**config.mk**
```make
export PLATFORM = sky130hd
export DESIGN_NAME = seq_mag_comp_flat
export DESIGN_NICKNAME = d
export VERILOG_FILES = /design/src/rtl/seq_mag_comp_if.sv /design/src/rtl/seq_mag_comp.sv /design/src/flat_wrapper.sv
export SDC_FILE = /design/constraint.sdc
export NUM_CORES = 1
export LEC_CHECK = 0
export CAP_MARGIN = 0
export CORE_MARGIN = 2
export CORE_UTILIZATION = 41
export CTS_CLUSTER_DIAMETER = 120
export DETAILED_ROUTE_END_ITERATION = 8
export MAX_ROUTING_LAYER = met4
export PLACE_DENSITY = 0.67
export SLEW_MARGIN = 5
export SYNTH_ARGS = -nofsm -noshare
export SYNTH_HDL_FRONTEND = slang
export SYNTH_SLANG_ARGS = --single-unit
```
**constraint.sdc**
```tcl
create_clock -name clk -period 4.9 [get_ports clk]
set_input_delay 1.47 -clock clk [delete_from_list [all_inputs] [get_ports clk]]
set_output_delay 1.47 -clock clk [all_outputs]
set_load 0.1 [all_outputs]
```
**src/rtl/seq_mag_comp_if.sv**
```systemverilog
// Handshake/operand bundle for seq_mag_comp.
// COMP_SIGNED_EN adds the sgn request bit.
interface seq_mag_comp_if #(
  parameter int WIDTH = 16
);
  logic             start;
  logic [WIDTH-1:0] a;
  logic [WIDTH-1:0] b;
  logic             great;
  logic             equal;
  logic             less;
`ifdef COMP_SIGNED_EN
  logic             sgn;
`endif
  logic             busy;
  logic             done;
  logic             L;
  logic             EQ;
  logic             G;

`ifdef COMP_SIGNED_EN
  modport master (output start, a, b, great, equal, less, sgn,
                  input  busy, done, L, EQ, G);
  modport slave  (input  start, a, b, great, equal, less, sgn,
                  output busy, done, L, EQ, G);
`else
  modport master (output start, a, b, great, equal, less,
                  input  busy, done, L, EQ, G);
  modport slave  (input  start, a, b, great, equal, less,
                  output busy, done, L, EQ, G);
`endif
endinterface

```
**src/rtl/seq_mag_comp.sv**
```systemverilog
// Multi-cycle magnitude comparator, DIGIT bits per clock, MSB slice first, early exit.
// Optional two's-complement mode via COMP_SIGNED_EN.
module seq_mag_comp #(
  parameter int WIDTH = 16,
  parameter int DIGIT = 4
) (
  input logic          clk,
  input logic          rst,
  seq_mag_comp_if.slave bus
);
  localparam int NDIG = WIDTH / DIGIT;
  localparam int IW   = (NDIG > 1) ? $clog2(NDIG) : 1;

  generate
    if ((WIDTH % DIGIT) != 0) begin : g_bad_param
      $error("seq_mag_comp: WIDTH must be a multiple of DIGIT");
    end
  endgenerate

  typedef enum logic [1:0] {IDLE, RUN, DONE} state_t;

  state_t           state;
  logic [WIDTH-1:0] a_q;
  logic [WIDTH-1:0] b_q;
  logic [2:0]       cas_q;
  logic [IW-1:0]    idx;
  logic [WIDTH-1:0] flip;
  logic [DIGIT-1:0] a_sl;
  logic [DIGIT-1:0] b_sl;

  // Signed mode biases both operands by flipping the sign bit once at capture,
  // so the slice datapath stays purely unsigned.
  always_comb begin
    flip = '0;
`ifdef COMP_SIGNED_EN
    if (bus.sgn) flip[WIDTH-1] = 1'b1;
`endif
  end

  always_comb begin
    a_sl = '0;
    b_sl = '0;
    for (int i = 0; i < NDIG; i++) begin
      if (idx == IW'(i)) begin
        a_sl = a_q[i*DIGIT +: DIGIT];
        b_sl = b_q[i*DIGIT +: DIGIT];
      end
    end
  end

  always_ff @(posedge clk or posedge rst) begin
    if (rst) begin
      state    <= IDLE;
      a_q      <= '0;
      b_q      <= '0;
      cas_q    <= '0;
      idx      <= '0;
      bus.busy <= 1'b0;
      bus.done <= 1'b0;
      bus.L    <= 1'b0;
      bus.EQ   <= 1'b0;
      bus.G    <= 1'b0;
    end else begin
      bus.done <= 1'b0;
      case (state)
        IDLE, DONE: begin
          if (bus.start) begin
            a_q      <= bus.a ^ flip;
            b_q      <= bus.b ^ flip;
            cas_q    <= {bus.great, bus.equal, bus.less};
            idx      <= IW'(NDIG - 1);
            bus.busy <= 1'b1;
            state    <= RUN;
          end else begin
            state <= IDLE;
          end
        end
        RUN: begin
          if ((a_sl != b_sl) || (idx == '0)) begin
            state    <= DONE;
            bus.busy <= 1'b0;
            bus.done <= 1'b1;
            if (a_sl > b_sl) begin
              {bus.L, bus.EQ, bus.G} <= 3'b001;
            end else if (a_sl < b_sl) begin
              {bus.L, bus.EQ, bus.G} <= 3'b100;
            end else begin
              // All slices tied: cascade decides, great over less over equal.
              casez (cas_q)
                3'b1??:  {bus.L, bus.EQ, bus.G} <= 3'b001;
                3'b0?1:  {bus.L, bus.EQ, bus.G} <= 3'b100;
                default: {bus.L, bus.EQ, bus.G} <= 3'b010;
              endcase
            end
          end else begin
            idx <= idx - 1'b1;
          end
        end
        default: state <= IDLE;
      endcase
    end
  end
endmodule

```
**src/flat_wrapper.sv**
```systemverilog
// flat-port wrapper written by rule: the top's interface ports become plain ports
module seq_mag_comp_flat 
#(
  parameter int WIDTH = 16,
  parameter int DIGIT = 4
)
  (clk, rst, bus_start, bus_a, bus_b, bus_great, bus_equal, bus_less, bus_busy, bus_done, bus_L, bus_EQ, bus_G);
  seq_mag_comp_if #(.WIDTH(WIDTH)) bus_i ();
  input logic clk;
  input logic rst;
  input wire logic [$bits(bus_i.start)-1:0] bus_start;
  input wire logic [$bits(bus_i.a)-1:0] bus_a;
  input wire logic [$bits(bus_i.b)-1:0] bus_b;
  input wire logic [$bits(bus_i.great)-1:0] bus_great;
  input wire logic [$bits(bus_i.equal)-1:0] bus_equal;
  input wire logic [$bits(bus_i.less)-1:0] bus_less;
  output wire logic [$bits(bus_i.busy)-1:0] bus_busy;
  output wire logic [$bits(bus_i.done)-1:0] bus_done;
  output wire logic [$bits(bus_i.L)-1:0] bus_L;
  output wire logic [$bits(bus_i.EQ)-1:0] bus_EQ;
  output wire logic [$bits(bus_i.G)-1:0] bus_G;
  assign bus_i.start = bus_start;
  assign bus_i.a = bus_a;
  assign bus_i.b = bus_b;
  assign bus_i.great = bus_great;
  assign bus_i.equal = bus_equal;
  assign bus_i.less = bus_less;
  assign bus_busy = bus_i.busy;
  assign bus_done = bus_i.done;
  assign bus_L = bus_i.L;
  assign bus_EQ = bus_i.EQ;
  assign bus_G = bus_i.G;
  seq_mag_comp #(.WIDTH(WIDTH), .DIGIT(DIGIT)) u_core (.clk(clk), .rst(rst), .bus(bus_i));
endmodule
```
==> results.ini <==
[outcome]
status=finished, final reports clean

[logic_synthesis]
synth_cell_types=28
synthesis.area_mm2=0.00201
synth_seq_cells=43
ys_warn_count=0
syn_inst=162
ys_seq_area_share_pct=53.6
syn-num-nets=208
synth_area_per_cell_um2=12.4

[clock_network]
clkLatencyLatePin_ns=0.29
cts_setup_buffers=0
cts_max_level=2
post_cts_resize_count=0
cts_made_buffers=5
postCtsHoldBufs=0
cts_tree=done
root_buffer=clkbuf_8
clock-sinks=43
clkSlewWorstSetupHoldPaths_ns=0.07
clock_path_buffers=2

[timing]
clock.fmax_ghz=0.307
rsz0062_at_grt=false
fin_crit_sh_pct=66.5
setup_slack_ns=1.64
finalSetupViolCount=0
hold_viol_final=0
worst_pin_slew_ns=0.975
clock_skew_ns=0.00409
max_slew_margin_pct=34.8
drv_slew=0
fin_crit_ns=3.26
tns_ns=0

[floorplan]
die_x_um=74.0
io_pins=43
core_area_mm2=0.00472
dieArea_mm2=0.00547
start_util_pct=42.5
row_count=25
die_y_um=74.0

[finish]
antenna_cells=0
drive_above_1_share_pct=23.5
layout.nets=251
synthToLayoutAreaGrowth_pct=27.5

[critical_path]
cp.required_ns=3.43
worst-path-buf-inv=1
slowest_delay_ns=1.14
worst_setup_path_start_kind=flip-flop
slowest_stage=clkdlybuf4s50_1
crit_family=buffers and inverters
worstSetupPathType=flip-flop to output port
cp-startpoint=u_core.bus.G
worstPathMaxFanout=2
cp_data_arrival_time_ns=1.79
path_cells=clkdlybuf4s50_1
r2r_start=u_core.idx[1]
endpoint_kind=output port

[global_routing]
antenna_found_initial=0
grt_pass1_vias=1425
grt_max_degree=44
overflow=0
globalRouteTotalUtil_pct=16.2
grt_pass1_wl_mm=6.49

[placed_design]
dp_hpwl_mm=2.86
preCtsSetupSlack_ns=1.95
port_buffers=41
place.gp.congestion=0.775

[power_and_ir_drop]
leakagePower_uw=0.00108
power.density_mw_per_mm2=514
irDropWorstVdd_uv=425

[worst_hold_path]
hold_path.class=flip-flop to flip-flop
hold_start=u_core.bus.busy

[detailed_routing]
ant_nets=0
num_vias=1359
first_iter_violations=68
post-route-drc-count=0
wl_per_cell_um=14.5
drt_pass1_iterations=4
wl_mm=3.92
vias_per_cell=5.01

[job]
drv_cap=0

-- worst reg2reg max path, delay by kind of cell (launching register included) --
kind | cells | cell delay [ns]
simple gates | 4 | 0.94
fa+ha+maj | 2 | 0.70
compound gates | 4 | 0.66
flops | 1 | 0.42
buf+inv | 1 | 0.09
-- worst paths after layout --
path | to | slack, ns | depth (start not counted)
max | bus_G | 1.64 | 1
min | u_core.bus.busy | 0.50 | 1
max reg2reg | u_core.bus.EQ | 2.01 | 11
min reg2reg | u_core.bus.busy | 0.50 | 1
max in group asynchronous | u_core.b_q[5] | 2.91 | 3
min in group asynchronous | u_core.bus.busy | 1.62 | 3
-- state kept, by name, indices dropped and copies added (netlist names) --
signal / flops
u_core.bus.done: 1
u_core.a_q: 16
u_core.state: 2
u_core.bus.busy: 1
u_core.bus.G: 1
u_core.b_q: 16
u_core.cas_q: 2
u_core.bus.L: 1
u_core.bus.EQ: 1
u_core.idx: 2
-- synth_stat cells --
master,count,area (um^2)
a21o_2,2,17.5
a21oi_1,14,70.1
a221oi_1,4,35.0
and2b_1,1,7.51
and3b_1,1,8.76
buf_2,2,10.0
buf_4,2,15.0
clkbuf_1,4,15.0
dfrtp_1,43,1080
ha_1,8,100
inv_1,6,22.5
mux2_2,34,383
mux2i_1,1,10.0
nand2_1,11,41.3
nand2b_1,1,6.26
nand3b_1,3,22.5
nand4_2,1,12.5
nor2_1,1,3.75
nor2b_1,5,31.3
nor3_1,6,30.0
o21a_1,1,7.51
o21ai_0,4,20.0
o21ai_1,1,5.00
o21bai_4,1,18.8
o22a_1,1,8.76
o31ai_1,2,15.0
or2_2,1,6.26
or4_1,1,7.51
-- through the flow --
stage | instances | area [um^2] | utilization, % | power [uW] | hold WS [ns]
6_report | 271 | 2560 | 54.2 | 1310 | 0.497
5_1_grt | 271 | 2560 | 54.2 | 1400 | 0.526
4_1_cts | 271 | 2560 | 54.2 | 1330 | 0.505
3_5_place_dp | 265 | 2490 | 52.6 | 1120 | 0.480
3_3_place_gp | 265 | 2490 | 52.6 | 1100 | 0.470
2_1_floorplan | 162 | 2010 | - | 973 | 0.473
-- cells in the final DEF, fill, tap and decap left out, drive strengths merged --
cell,instances
nand3b,3
o21ai,5
nor2b,5
o31ai,2
inv,6
buf,3
and2b,1
a21oi,14
or4,1
a21o,2
nor2,1
nand4,1
dfrtp,43
nor3,6
and3b,1
clkdlybuf4s50,41
nand2b,1
o21a,1
ha,8
mux2,34
o22a,1
a221oi,4
or2,1
mux2i,1
nand2,11
o21bai,1
clkbuf,6
-- where the power goes --
part	switching [uW]	internal (uW)	total, uW
Sequential	64.0	466	530
Clock	110	95.1	205
Combinational	331	248	579
Total	505	809	1310
-- routing by layer --
metal	global-route usage [%]	wire, um	up-vias
met5	-	0	-
met4	6.67	51	0
met3	3.12	219	5
met2	24.9	1830	43
met1	21.0	1830	654
li1	-	-	657
-- layout make-up --
cell class              instances  area, um^2
clock buffers                   6        72.6
fillers                       394        2160
inverters                       6        22.5
multi-input cells             105         871
flip-flops and latches         43        1080
well taps                      67        83.8
repair buffers                 44         433
-- cell families (layout without fill, tap and decap cells) --
family	after synthesis	count (layout)	synth area share, %
adders and majority gates	8	8	4.99
and+or+nand+nor	32	32	8.85
AOI/OAI and AO/OA	30	30	9.85
DFF	43	43	53.6
buffers and inverters	14	56	3.12
muxes	35	35	19.6
Note: power is estimated with default switching activity, not from simulation.
